`src/rtl/debug_console.sv`:
```
// Memory-mapped debug console: CPU character I/O toward a host byte stream.
// TX FIFO drains to the host, RX FIFO fills from the host, with STATUS/CTRL
// registers, optional blocking writes and a registered level interrupt.
module debug_console #(
    parameter logic [15:0] ADDR_BASE = 16'hFF00,
    parameter logic [15:0] ADDR_MASK = 16'hFFF0,
    parameter int          TX_AW     = 4,
    parameter int          RX_AW     = 4
) (
    input  logic        clk,
    input  logic        rst,
    output logic        fifo_tx_vld,
    output logic [7:0]  fifo_tx_dat,
    input  logic        fifo_tx_rdy,
    input  logic        fifo_rx_vld,
    input  logic [7:0]  fifo_rx_dat,
    output logic        fifo_rx_rdy,
    input  logic        mgmt_req,
    input  logic [31:0] mgmt_adr,
    output logic        mgmt_ack,
    input  logic        mgmt_rwn,
    input  logic [1:0]  mgmt_wen,
    input  logic [31:0] mgmt_txd,
    output logic        mgmt_rxe,
    output logic [31:0] mgmt_rxd,
    output logic        irq
);
    localparam logic [1:0] REG_DATA   = 2'd0;
    localparam logic [1:0] REG_STATUS = 2'd1;
    localparam logic [1:0] REG_CTRL   = 2'd2;
    localparam logic [TX_AW:0] TX_DEPTH = {1'b1, {TX_AW{1'b0}}};
    localparam logic [RX_AW:0] RX_DEPTH = {1'b1, {RX_AW{1'b0}}};

    typedef enum logic [2:0] {
        S_IDLE, S_DECODE, S_WAITTX, S_ACK, S_RESP
    } state_t;

    state_t state, state_nxt;
    logic   hold;

    // Request captured in DECODE, used by WAITTX/ACK
    logic       r_rwn;
    logic [1:0] r_sel;
    logic       r_wen0;
    logic [7:0] r_wdat;

    logic [2:0] ctrl;     // [0]=block [1]=rx_ie [2]=tx_ie
    logic       tx_ovf, rx_ovf;
    logic [31:0] rdata, rd_word;

    logic [7:0]       tx_mem [0:(1<<TX_AW)-1];
    logic [TX_AW-1:0] tx_wr, tx_rd;
    logic [TX_AW:0]   tx_count;
    logic [7:0]       rx_mem [0:(1<<RX_AW)-1];
    logic [RX_AW-1:0] rx_wr, rx_rd;
    logic [RX_AW:0]   rx_count;

    logic tx_empty, tx_full, rx_nempty, rx_full;
    logic addr_hit, wr_block, in_ack, bus_wr;
    logic tx_push_req, tx_push, tx_drop, tx_pop;
    logic rx_pop, rx_push, rx_drop, sts_wr, ctrl_wr;

    // Bits of the bus that this block never looks at
    logic unused_bits;
    assign unused_bits = ^{mgmt_adr[31:16], mgmt_adr[1:0], mgmt_wen[1], mgmt_txd[31:8], r_wdat[7:5]};

    assign tx_empty  = (tx_count == '0);
    assign tx_full   = (tx_count == TX_DEPTH);
    assign rx_nempty = (rx_count != '0);
    assign rx_full   = (rx_count == RX_DEPTH);

    assign addr_hit = ((mgmt_adr[15:0] & ADDR_MASK) == (ADDR_BASE & ADDR_MASK));
    // A DATA write stalls only when blocking mode is on and TX is full now
    assign wr_block = !mgmt_rwn && (mgmt_adr[3:2] == REG_DATA) && mgmt_wen[0]
                      && ctrl[0] && tx_full;

    assign in_ack      = (state == S_ACK);
    assign bus_wr      = in_ack && !r_rwn && r_wen0;
    assign tx_push_req = bus_wr && (r_sel == REG_DATA);
    // Full is judged before the drain: a same-cycle pop does not rescue a push
    assign tx_push     = tx_push_req && !tx_full;
    assign tx_drop     = tx_push_req && tx_full;
    assign tx_pop      = !tx_empty && fifo_tx_rdy;
    assign rx_pop      = in_ack && r_rwn && (r_sel == REG_DATA) && rx_nempty;
    // A full RX still accepts when the bus frees a slot in the same cycle
    assign rx_push     = fifo_rx_vld && (!rx_full || rx_pop);
    assign rx_drop     = fifo_rx_vld && rx_full && !rx_pop;
    assign sts_wr      = bus_wr && (r_sel == REG_STATUS);
    assign ctrl_wr     = bus_wr && (r_sel == REG_CTRL);

    assign fifo_tx_vld = !tx_empty;
    assign fifo_tx_dat = tx_empty ? 8'h00 : tx_mem[tx_rd];
    assign fifo_rx_rdy = 1'b1;
    assign mgmt_ack    = in_ack;
    assign mgmt_rxe    = (state == S_RESP);
    assign mgmt_rxd    = mgmt_rxe ? rdata : 32'h0;

    // State register plus one-cycle lockout after a completed access
    always_ff @(posedge clk or negedge rst) begin
        if (!rst) begin
            state <= S_IDLE;
            hold  <= 1'b0;
        end else begin
            state <= state_nxt;
            hold  <= (state == S_ACK) || (state == S_RESP);
        end
    end

    // Next-state logic for the bus handshake
    always_comb begin
        state_nxt = state;
        case (state)
            S_IDLE:   if (mgmt_req && !hold) state_nxt = S_DECODE;
            S_DECODE: begin
                if (!addr_hit)     state_nxt = S_IDLE;
                else if (wr_block) state_nxt = S_WAITTX;
                else               state_nxt = S_ACK;
            end
            S_WAITTX: if (!tx_full) state_nxt = S_ACK;
            S_ACK:    state_nxt = r_rwn ? S_RESP : S_IDLE;
            S_RESP:   state_nxt = S_IDLE;
            default:  state_nxt = S_IDLE;
        endcase
    end

    // Latch the request fields while decoding
    always_ff @(posedge clk or negedge rst) begin
        if (!rst) begin
            r_rwn  <= 1'b0;
            r_sel  <= 2'd0;
            r_wen0 <= 1'b0;
            r_wdat <= 8'h00;
        end else if (state == S_DECODE) begin
            r_rwn  <= mgmt_rwn;
            r_sel  <= mgmt_adr[3:2];
            r_wen0 <= mgmt_wen[0];
            r_wdat <= mgmt_txd[7:0];
        end
    end

    // Read mux, sampled at ACK so STATUS reflects pre-side-effect state
    always_comb begin
        rd_word = 32'h0;
        case (r_sel)
            REG_DATA:   rd_word = rx_nempty ? {24'h0, rx_mem[rx_rd]} : 32'h0000_FF00;
            REG_STATUS: rd_word = {8'h0, 8'(tx_count), 8'(rx_count), 3'b0,
                                   tx_ovf, rx_ovf, tx_empty, tx_full, rx_nempty};
            REG_CTRL:   rd_word = {29'h0, ctrl};
            default:    rd_word = 32'h0;
        endcase
    end

    // Read data holding register and control/sticky flags
    always_ff @(posedge clk or negedge rst) begin
        if (!rst) begin
            rdata  <= 32'h0;
            ctrl   <= 3'b001;
            tx_ovf <= 1'b0;
            rx_ovf <= 1'b0;
        end else begin
            if (in_ack && r_rwn) rdata <= rd_word;
            if (ctrl_wr) ctrl <= r_wdat[2:0];
            // Clear first so a same-cycle overflow event wins
            if (sts_wr && r_wdat[4]) tx_ovf <= 1'b0;
            if (sts_wr && r_wdat[3]) rx_ovf <= 1'b0;
            if (tx_drop) tx_ovf <= 1'b1;
            if (rx_drop) rx_ovf <= 1'b1;
        end
    end

    // TX FIFO storage
    always_ff @(posedge clk) begin
        if (tx_push) tx_mem[tx_wr] <= r_wdat;
    end

    // TX FIFO pointers and occupancy
    always_ff @(posedge clk or negedge rst) begin
        if (!rst) begin
            tx_wr    <= '0;
            tx_rd    <= '0;
            tx_count <= '0;
        end else begin
            if (tx_push) tx_wr <= tx_wr + 1'b1;
            if (tx_pop)  tx_rd <= tx_rd + 1'b1;
            if (tx_push && !tx_pop)      tx_count <= tx_count + 1'b1;
            else if (!tx_push && tx_pop) tx_count <= tx_count - 1'b1;
        end
    end

    // RX FIFO storage
    always_ff @(posedge clk) begin
        if (rx_push) rx_mem[rx_wr] <= fifo_rx_dat;
    end

    // RX FIFO pointers and occupancy
    always_ff @(posedge clk or negedge rst) begin
        if (!rst) begin
            rx_wr    <= '0;
            rx_rd    <= '0;
            rx_count <= '0;
        end else begin
            if (rx_push) rx_wr <= rx_wr + 1'b1;
            if (rx_pop)  rx_rd <= rx_rd + 1'b1;
            if (rx_push && !rx_pop)      rx_count <= rx_count + 1'b1;
            else if (!rx_push && rx_pop) rx_count <= rx_count - 1'b1;
        end
    end

    // Registered level interrupt
    always_ff @(posedge clk or negedge rst) begin
        if (!rst) irq <= 1'b0;
        else      irq <= (ctrl[1] && rx_nempty) || (ctrl[2] && tx_empty);
    end

endmodule
```
`config.mk`:
```
export PLATFORM = sky130hd
export DESIGN_NAME = debug_console
export DESIGN_NICKNAME = d
export VERILOG_FILES = /design/src/rtl/debug_console.sv
export SDC_FILE = /design/constraint.sdc
export NUM_CORES = 1
export LEC_CHECK = 0
export ABC_AREA = 1
export BUFFER_PORTS_ARGS = -buffer_cell sky130_fd_sc_hd__buf_4
export CAP_MARGIN = 20
export CORE_ASPECT_RATIO = 0.9
export CORE_MARGIN = 3
export CORE_UTILIZATION = 50
export DETAILED_ROUTE_END_ITERATION = 8
export PLACE_DENSITY = 0.69
export SLEW_MARGIN = 20
export SYNTH_ARGS = -nofsm -noshare
export SYNTH_HDL_FRONTEND = slang
export SYNTH_SLANG_ARGS = --single-unit
export TNS_END_PERCENT = 20
```
`constraint.sdc`:
```
create_clock -name clk -period 6.7 [get_ports clk]
set_clock_uncertainty 0.15 [all_clocks]
set_input_delay 1.005 -clock clk [delete_from_list [all_inputs] [get_ports clk]]
set_output_delay 1.005 -clock clk [all_outputs]
set_load 0.005 [all_outputs]
```
==> results of run 1 <==
## worst paths after layout
path,to,cells after the start
setup / recovery,fifo_tx_dat[5],7
hold / removal,rdata[5]$_DFFE_PN0N_,2
setup reg to reg,rx_count[4]$_DFFE_PN0P_,19
hold reg to reg,rdata[5]$_DFFE_PN0N_,2
max in group asynchronous,rx_rd[0]$_DFFE_PN0N_,1
min in group asynchronous,rdata[7]$_DFFE_PN0N_,1
## layer usage
layer | track usage, % | vias up | part of all wire [%] | wire length [um]
met1 | 30.4 | 4386 | 44 | 13600
li1 | - | 4298 | - | -
met5 | 0 | - | 0 | 0
met3 | 4.14 | 55 | 8.1 | 2480
met4 | 5.65 | 0 | 2.3 | 698
met2 | 31.7 | 347 | 45 | 13900
## critical path: cells and delay by family, from the launching register on
kind / cells / cell delay, ns
AOI/OAI and AO/OA: 3 / 0.73
buffers and inverters: 3 / 1.28
DFF: 1 / 0.37
and+or+nand+nor: 1 / 0.15
## cell type report
class	count	area, um^2	share of cell area (%)
Clock buffer	41	908	5.85
Clock inverter	20	189	1.22
Inverter	102	384	2.47
Multi-Input combinational cell	733	3690	23.7
Sequential cell	323	9370	60.3
Tap cell	348	435	2.80
Timing Repair Buffer	75	563	3.62
## cells in the mapped netlist, types with 3 or more instances
master	instances
clkbuf_1	33
o21ai_0	123
nand2_1	186
buf_2	19
inv_1	92
dfrtp_1	66
nand2_2	5
o211ai_1	13
xor2_1	12
nor3_2	3
o22ai_1	6
a22oi_1	8
edfxtp_1	256
nand3_1	63
o21ai_1	12
nor3_1	4
inv_2	7
buf_4	14
o221ai_1	28
nor2_1	179
ha_1	18
nand4_1	13
a21oi_1	32
## metrics by stage
stage / power, mW / utilization [%] / hold slack (ns) / worst slack, ns / cell area, um^2
global route: 5.99 / 58.5 / 0.350 / 2.25 / 15500
global placement: 3.85 / 54.4 / 0.318 / 3.09 / 14400
finish: 5.70 / 58.5 / 0.326 / 2.49 / 15500
floorplan: 3.41 / - / 0.299 / 4.06 / 13800
detailed placement: 3.88 / 54.4 / 0.315 / 3.04 / 14400
CTS: 5.73 / 58.5 / 0.335 / 2.47 / 15500
## flip-flops by register name, summed over array words and instances (netlist names), 3 cells and up
signal,cells
rdata,19
tx_rd,4
rx_mem,128
state,3
rx_count,5
tx_mem,128
rx_rd,4
ctrl,3
tx_wr,4
tx_count,5
rx_wr,4
r_wdat,8
## power by group through the flow
stage	Sequential (mW)	Combinational, mW	Clock [mW]
finish	2.70	1.16	1.84
global placement	2.72	1.12	0
detailed placement	2.74	1.15	0
CTS	2.70	1.16	1.87
global route	2.73	1.30	1.96
floorplan	2.62	0.783	0
## logic make-up (layout without fill, tap and decap cells)
logic type	Yosys count	after routing	synth area share, %
AO/OA/AOI/OAI	224	224	9.40
flip-flops	323	323	68.2
XOR/XNOR	14	14	0.893
adder cells (fa/ha/maj)	20	20	1.93
other	2	12	0.0547
AND/OR/NAND/NOR	463	463	14.3
buffers and inverters	169	238	5.19
## layout by cell type, fill, tap and decap left out, drive strengths merged, types with 28 or more instances in the layout
cell / count
clkbuf: 41
nand2: 193
nor2: 183
o21ai: 135
edfxtp: 256
o221ai: 28
inv: 99
a21oi: 32
dfrtp: 66
buf: 75
nand3: 65
==> key figures, run 1 <==
STA
  • Final Hold Fails: 0
  • # setup viols final: 0
  • Slew headroom: 31.0%
  • Total negative slack: 0 ns
  • Fmax achieved: 237 MHz
  • Least-Margin Pin Slew: 1.03 ns
  • RSZ-0062 raised after global routing: no
  • Slew Limit Fails: 0
  • Crit path time final: 4.21 ns
  • Tcrit/Tclk final: 62.9%

Global route
  • Vias in the first global route: 8,714
  • Grt ovf: 0
  • Total Routing Usage GR: 20.6%
  • Largest net degree at the start of global routing: 79
  • Antenna violations before repair: 0
  • Global-route wire length before repair: 48,200 um

Hold path
  • Tightest Hold Check Type: flip-flop to flip-flop
  • Hold Crit Start: rdata[5]$_DFFE_PN0N_

Power and ir drop
  • Sequential Power Share: 47.4%
  • P_leak: 5.90 nW
  • Pint: 3.93 mW
  • VDD IR max: 0.258 mV
  • Sw frac: 31.1%
  • Gate power share: 20.3%
  • Psw: 1.77 mW
  • Pwr Density: 367 nW/um^2
  • Clk network pwr share: 32.3%

Clock tree
  • CTS Hold Bufs: 0
  • Max Root-Sink Buffers: 3
  • Worst-Skew Late Latency: 0.52 ns
  • Post-CTS sizing: 0
  • H-Tree Level Count: 2
  • Reg clk slew, reported paths: 0.06 ns
  • Root Buffer: clkbuf_16
  • CTS sink cnt: 323
  • Setup bufs post-CTS: 0
  • CTS tree: done
  • Total CTS buffers: 34

Drt
  • Routed Antenna Nets: 0
  • Vias per cell: 5.53
  • Initial DRC count: 854
  • Drt pass-1 iters: 5
  • # DRC: 0
  • Routed wire length: 30,700 um
  • Vias: 9,086
  • Routed len/inst: 18.7 um

Yosys
  • Cells after Synth: 1,215
  • Yosys reg bits: 323
  • Top-area cell type share of the netlist area: 56.0%
  • Register area share after synthesis: 68.2%
  • Synth area leaders: edfxtp_1 56%, dfrtp_1 12%, nand2_1 5.1%
  • Mean post-synth cell area: 11.3 um^2
  • EDFF count, synth: 256
  • Unique cell type count in the Yosys netlist: 39
  • Async SR Flop Fraction: 20.7%
  • Leading area contributor after synthesis: edfxtp_1
  • Post-Syn Area: 13,700 um^2
  • Syn. warnings: 0
  • Main flop type after synthesis: edfxtp_1

Critical path
  • Crit path cell chain: inv_1, buf_4, o21ai_0, o221ai_1, nand3_1, a21oi_1, buf_4
  • Cell mode on critical path: buf_4
  • CP required: 5.54 ns
  • Kind of critical path: flip-flop to output port
  • Crit path from: tx_rd[0]$_DFFE_PN0P_
  • Worst R2R Setup Slack: 3.48 ns
  • FF-to-FF Start: state[2]$_DFFE_PN0P_
  • Critical Path AT: 3.06 ns
  • Slowest stage delay, CP: 0.65 ns
  • CP max FO: 37
  • Startpoint Class: flip-flop
  • Crit path max-delay cell type: inv_1
  • Setup crit end kind: output port

Placement
  • Dpl cells: 1,581
  • Post-DP HPWL: 18,900 um
  • Gpl congestion: 0.803
  • I/O Buffers: 69

Floorplanning
  • Row cnt: 56
  • Die height: 163 um
  • IO Count: 125
  • Width of the die: 181 um
  • DIE AREA: 29,500 um^2
  • Starting Density: 51.7%
  • Core Area: 26,600 um^2

Layout
  • Fin cells: 1,642
  • Filler cell count: 2,116
  • Antenna cell count: 0
  • P&R area growth vs syn: 13.2%
  • Nets@finish: 1,369
  • Share of cells above drive strength 1: 11.7%

Run status
  • Run status: complete, no violations

Run
  • Max-cap check violation count: 0
Note: power is estimated with default switching activity, not from simulation.
==> inputs of run 2 (changes only) <==
Clock period 6.7 ns to 4.3 ns, I/O delays scaled along.
==> run 2 against run 1 <==
  * Clock power grew 65%
  * Hold slack lost 0.23 ns
  * Critical path depth shrank 1
  * Clock-buffer cell count grew 1
  * Register-to-register slack lost 2.4 ns
  * Flip-flop and latch count is the same
  * Sequential power grew 55%
  * Via count grew 0.89%
  * Combinational power grew 62%
  * Cell count grew 0.37%
  * Cell area grew 0.64%
  * Setup slack lost 1.7 ns
  * Largest cell class unchanged
==> key figures, run 2 (same netlist as run 1, synthesis figures left out) <==
Run status
  • Run status: complete, no violations

Critical path
  • Kind of critical path: flip-flop to output port
  • CP required: 3.50 ns (-2.04 ns)
  • CP max FO: 27 (-27%)
  • Worst reg2reg path depth: 19 (unchanged)
  • FF-to-FF Start: state[2]$_DFFE_PN0P_
  • Crit path from: tx_rd[1]$_DFFE_PN0P_
  • Worst R2R Setup Slack: 1.06 ns (-2.42 ns)
  • Critical Path AT: 2.74 ns (-0.32 ns)
  • Crit path max-delay cell type: inv_1
  • Slowest stage delay, CP: 0.63 ns (-0.02 ns)
  • Startpoint Class: flip-flop
  • Setup crit end kind: output port
  • Crit path cell chain: inv_1, o21ai_0, o221ai_1, nand3_1, a21oi_1, buf_4

STA
  • Slew Limit Fails: 0 (unchanged)
  • Final Hold Fails: 0 (unchanged)
  • Crit path time final: 3.54 ns
  • Total negative slack: 0 ns (unchanged)
  • PnR worst setup slack: 0.763 ns (-1.72 ns)
  • RSZ-0062 raised after global routing: no
  • Tcrit/Tclk final: 82.3%
  • Worst hold slack: 0.0956 ns (-0.230 ns)
  • Least-Margin Pin Slew: 0.942 ns (-0.0927 ns)
  • Fmax achieved: 283 MHz
  • # setup viols final: 0 (unchanged)
  • Slew headroom: 37.0% (+6.0 points)

Clock tree
  • Reg clk slew, reported paths: 0.06 ns (about the same)
  • CTS tree: done
  • CTS Hold Bufs: 0 (unchanged)
  • Total CTS buffers: 34 (unchanged)
  • Root Buffer: clkbuf_16
  • CTS sink cnt: 323 (unchanged)
  • Worst-Skew Late Latency: 0.52 ns (about the same)
  • Setup bufs post-CTS: 0 (unchanged)
  • Max Root-Sink Buffers: 3 (unchanged)
  • H-Tree Level Count: 2 (unchanged)
  • Post-CTS sizing: 0 (unchanged)

Floorplanning
  • Die height: 163 um (unchanged)
  • Starting Density: 51.7% (unchanged)
  • Row cnt: 56 (unchanged)
  • DIE AREA: 29,500 um^2 (unchanged)
  • Core Area: 26,600 um^2 (unchanged)
  • IO Count: 125 (unchanged)
  • Width of the die: 181 um (unchanged)

Global route
  • Total Routing Usage GR: 20.9% (+0.30 points)
  • Antenna violations before repair: 0 (unchanged)
  • Grt ovf: 0 (unchanged)
  • Global-route wire length before repair: 49,000 um (+1.6%)
  • Vias in the first global route: 8,609 (-1.2%)
  • Largest net degree at the start of global routing: 68 (-14%)

Layout
  • Most frequent cells in the layout: 256 x edfxtp_1, 186 x nand2_1, 179 x nor2_1
  • Filler cell count: 2,111 (-0.24%)
  • Commonest non-fill, non-tap cell in the layout: edfxtp_1
  • Biggest regs: rx_mem (128), tx_mem (128), rdata (19)
  • Nets@finish: 1,374 (+0.37%)
  • Final Instance Area: 15,600 um^2 (+0.64%)
  • P&R area growth vs syn: 13.9%
  • Share of cells above drive strength 1: 12.2% (+0.48 points)
  • Antenna cell count: 0 (unchanged)

Drt
  • Routed Antenna Nets: 0 (unchanged)
  • Routed len/inst: 19.1 um (+2.0%)
  • Drt pass-1 iters: 5 (unchanged)
  • Routed wire length: 31,400 um (+2.4%)
  • Vias per cell: 5.56 (+0.52%)
  • Initial DRC count: 1,044 (+22%)
  • # DRC: 0 (unchanged)
  • Vias: 9,167 (+0.89%)

Placement
  • Gpl congestion: 0.832 (+3.6%)
  • Post-place setup slack: 1.10 ns (-1.93 ns)
  • Post-DP HPWL: 19,200 um (+1.9%)
  • I/O Buffers: 69 (unchanged)
  • Dpl cell area: 14,500 um^2 (+0.26%)

Run
  • Max-cap check violation count: 0 (unchanged)

Power and ir drop
  • VDD IR max: 0.261 mV (+1.1%)
  • Pwr Density: 582 nW/um^2 (+59%)
  • P_leak: 5.95 nW (+0.76%)

Hold path
  • Tightest Hold Check Type: input pin to async pin
## run 2: worst max-delay path: cells and delay by family (launching register included)
kind / cells / cell delay, ns
AO/OA/AOI/OAI: 3 / 0.89
buffers and inverters: 2 / 0.77
flip-flops: 1 / 0.39
AND/OR/NAND/NOR: 1 / 0.16
## run 2: per-layer routing
metal / vias to the layer above / global-route usage (%) / wire length, um
met3: 52 / 3.30 / 2190
li1: 4321 / - / -
met1: 4473 / 32.7 / 14400
met2: 321 / 31.1 / 14200
met4: 0 / 5.09 / 592
met5: - / 0 / 0
## run 2: final cells by class
type / instances / area, um^2 / share of cell area [%]
Clock buffer: 42 / 891 / 5.70
Clock inverter: 20 / 270 / 1.73
Inverter: 102 / 384 / 2.46
Multi-Input combinational cell: 733 / 3680 / 23.6
Sequential cell: 323 / 9370 / 59.9
Tap cell: 348 / 435 / 2.79
Timing Repair Buffer: 80 / 601 / 3.84
## run 2: final timing paths
| check | end |
|---|---|
| setup / recovery | fifo_tx_dat[5] |
| hold / removal | rdata[6]$_DFFE_PN0N_ |
| setup reg to reg | rx_count[4]$_DFFE_PN0P_ |
| hold reg to reg | rdata[5]$_DFFE_PN0N_ |
| max in group asynchronous | rx_rd[0]$_DFFE_PN0N_ |
| min in group clk | r_wdat[5]$_DFFE_PN0P_ |
## run 2: where the power goes
group          total (mW)  internal [mW]  switching [mW]
clock                3.03           1.80            1.23
combinational        1.88          0.636            1.25
sequential           4.18           3.82           0.364
## run 2: through the flow
stage,util [%],total power [mW],std cells
final,58.9,9.09,1648
after global routing,58.9,9.55,1648
after CTS,58.9,9.12,1648
after detailed placement,54.5,6.10,1586
after global placement,54.5,6.02,1586
after floorplan,-,5.31,1225
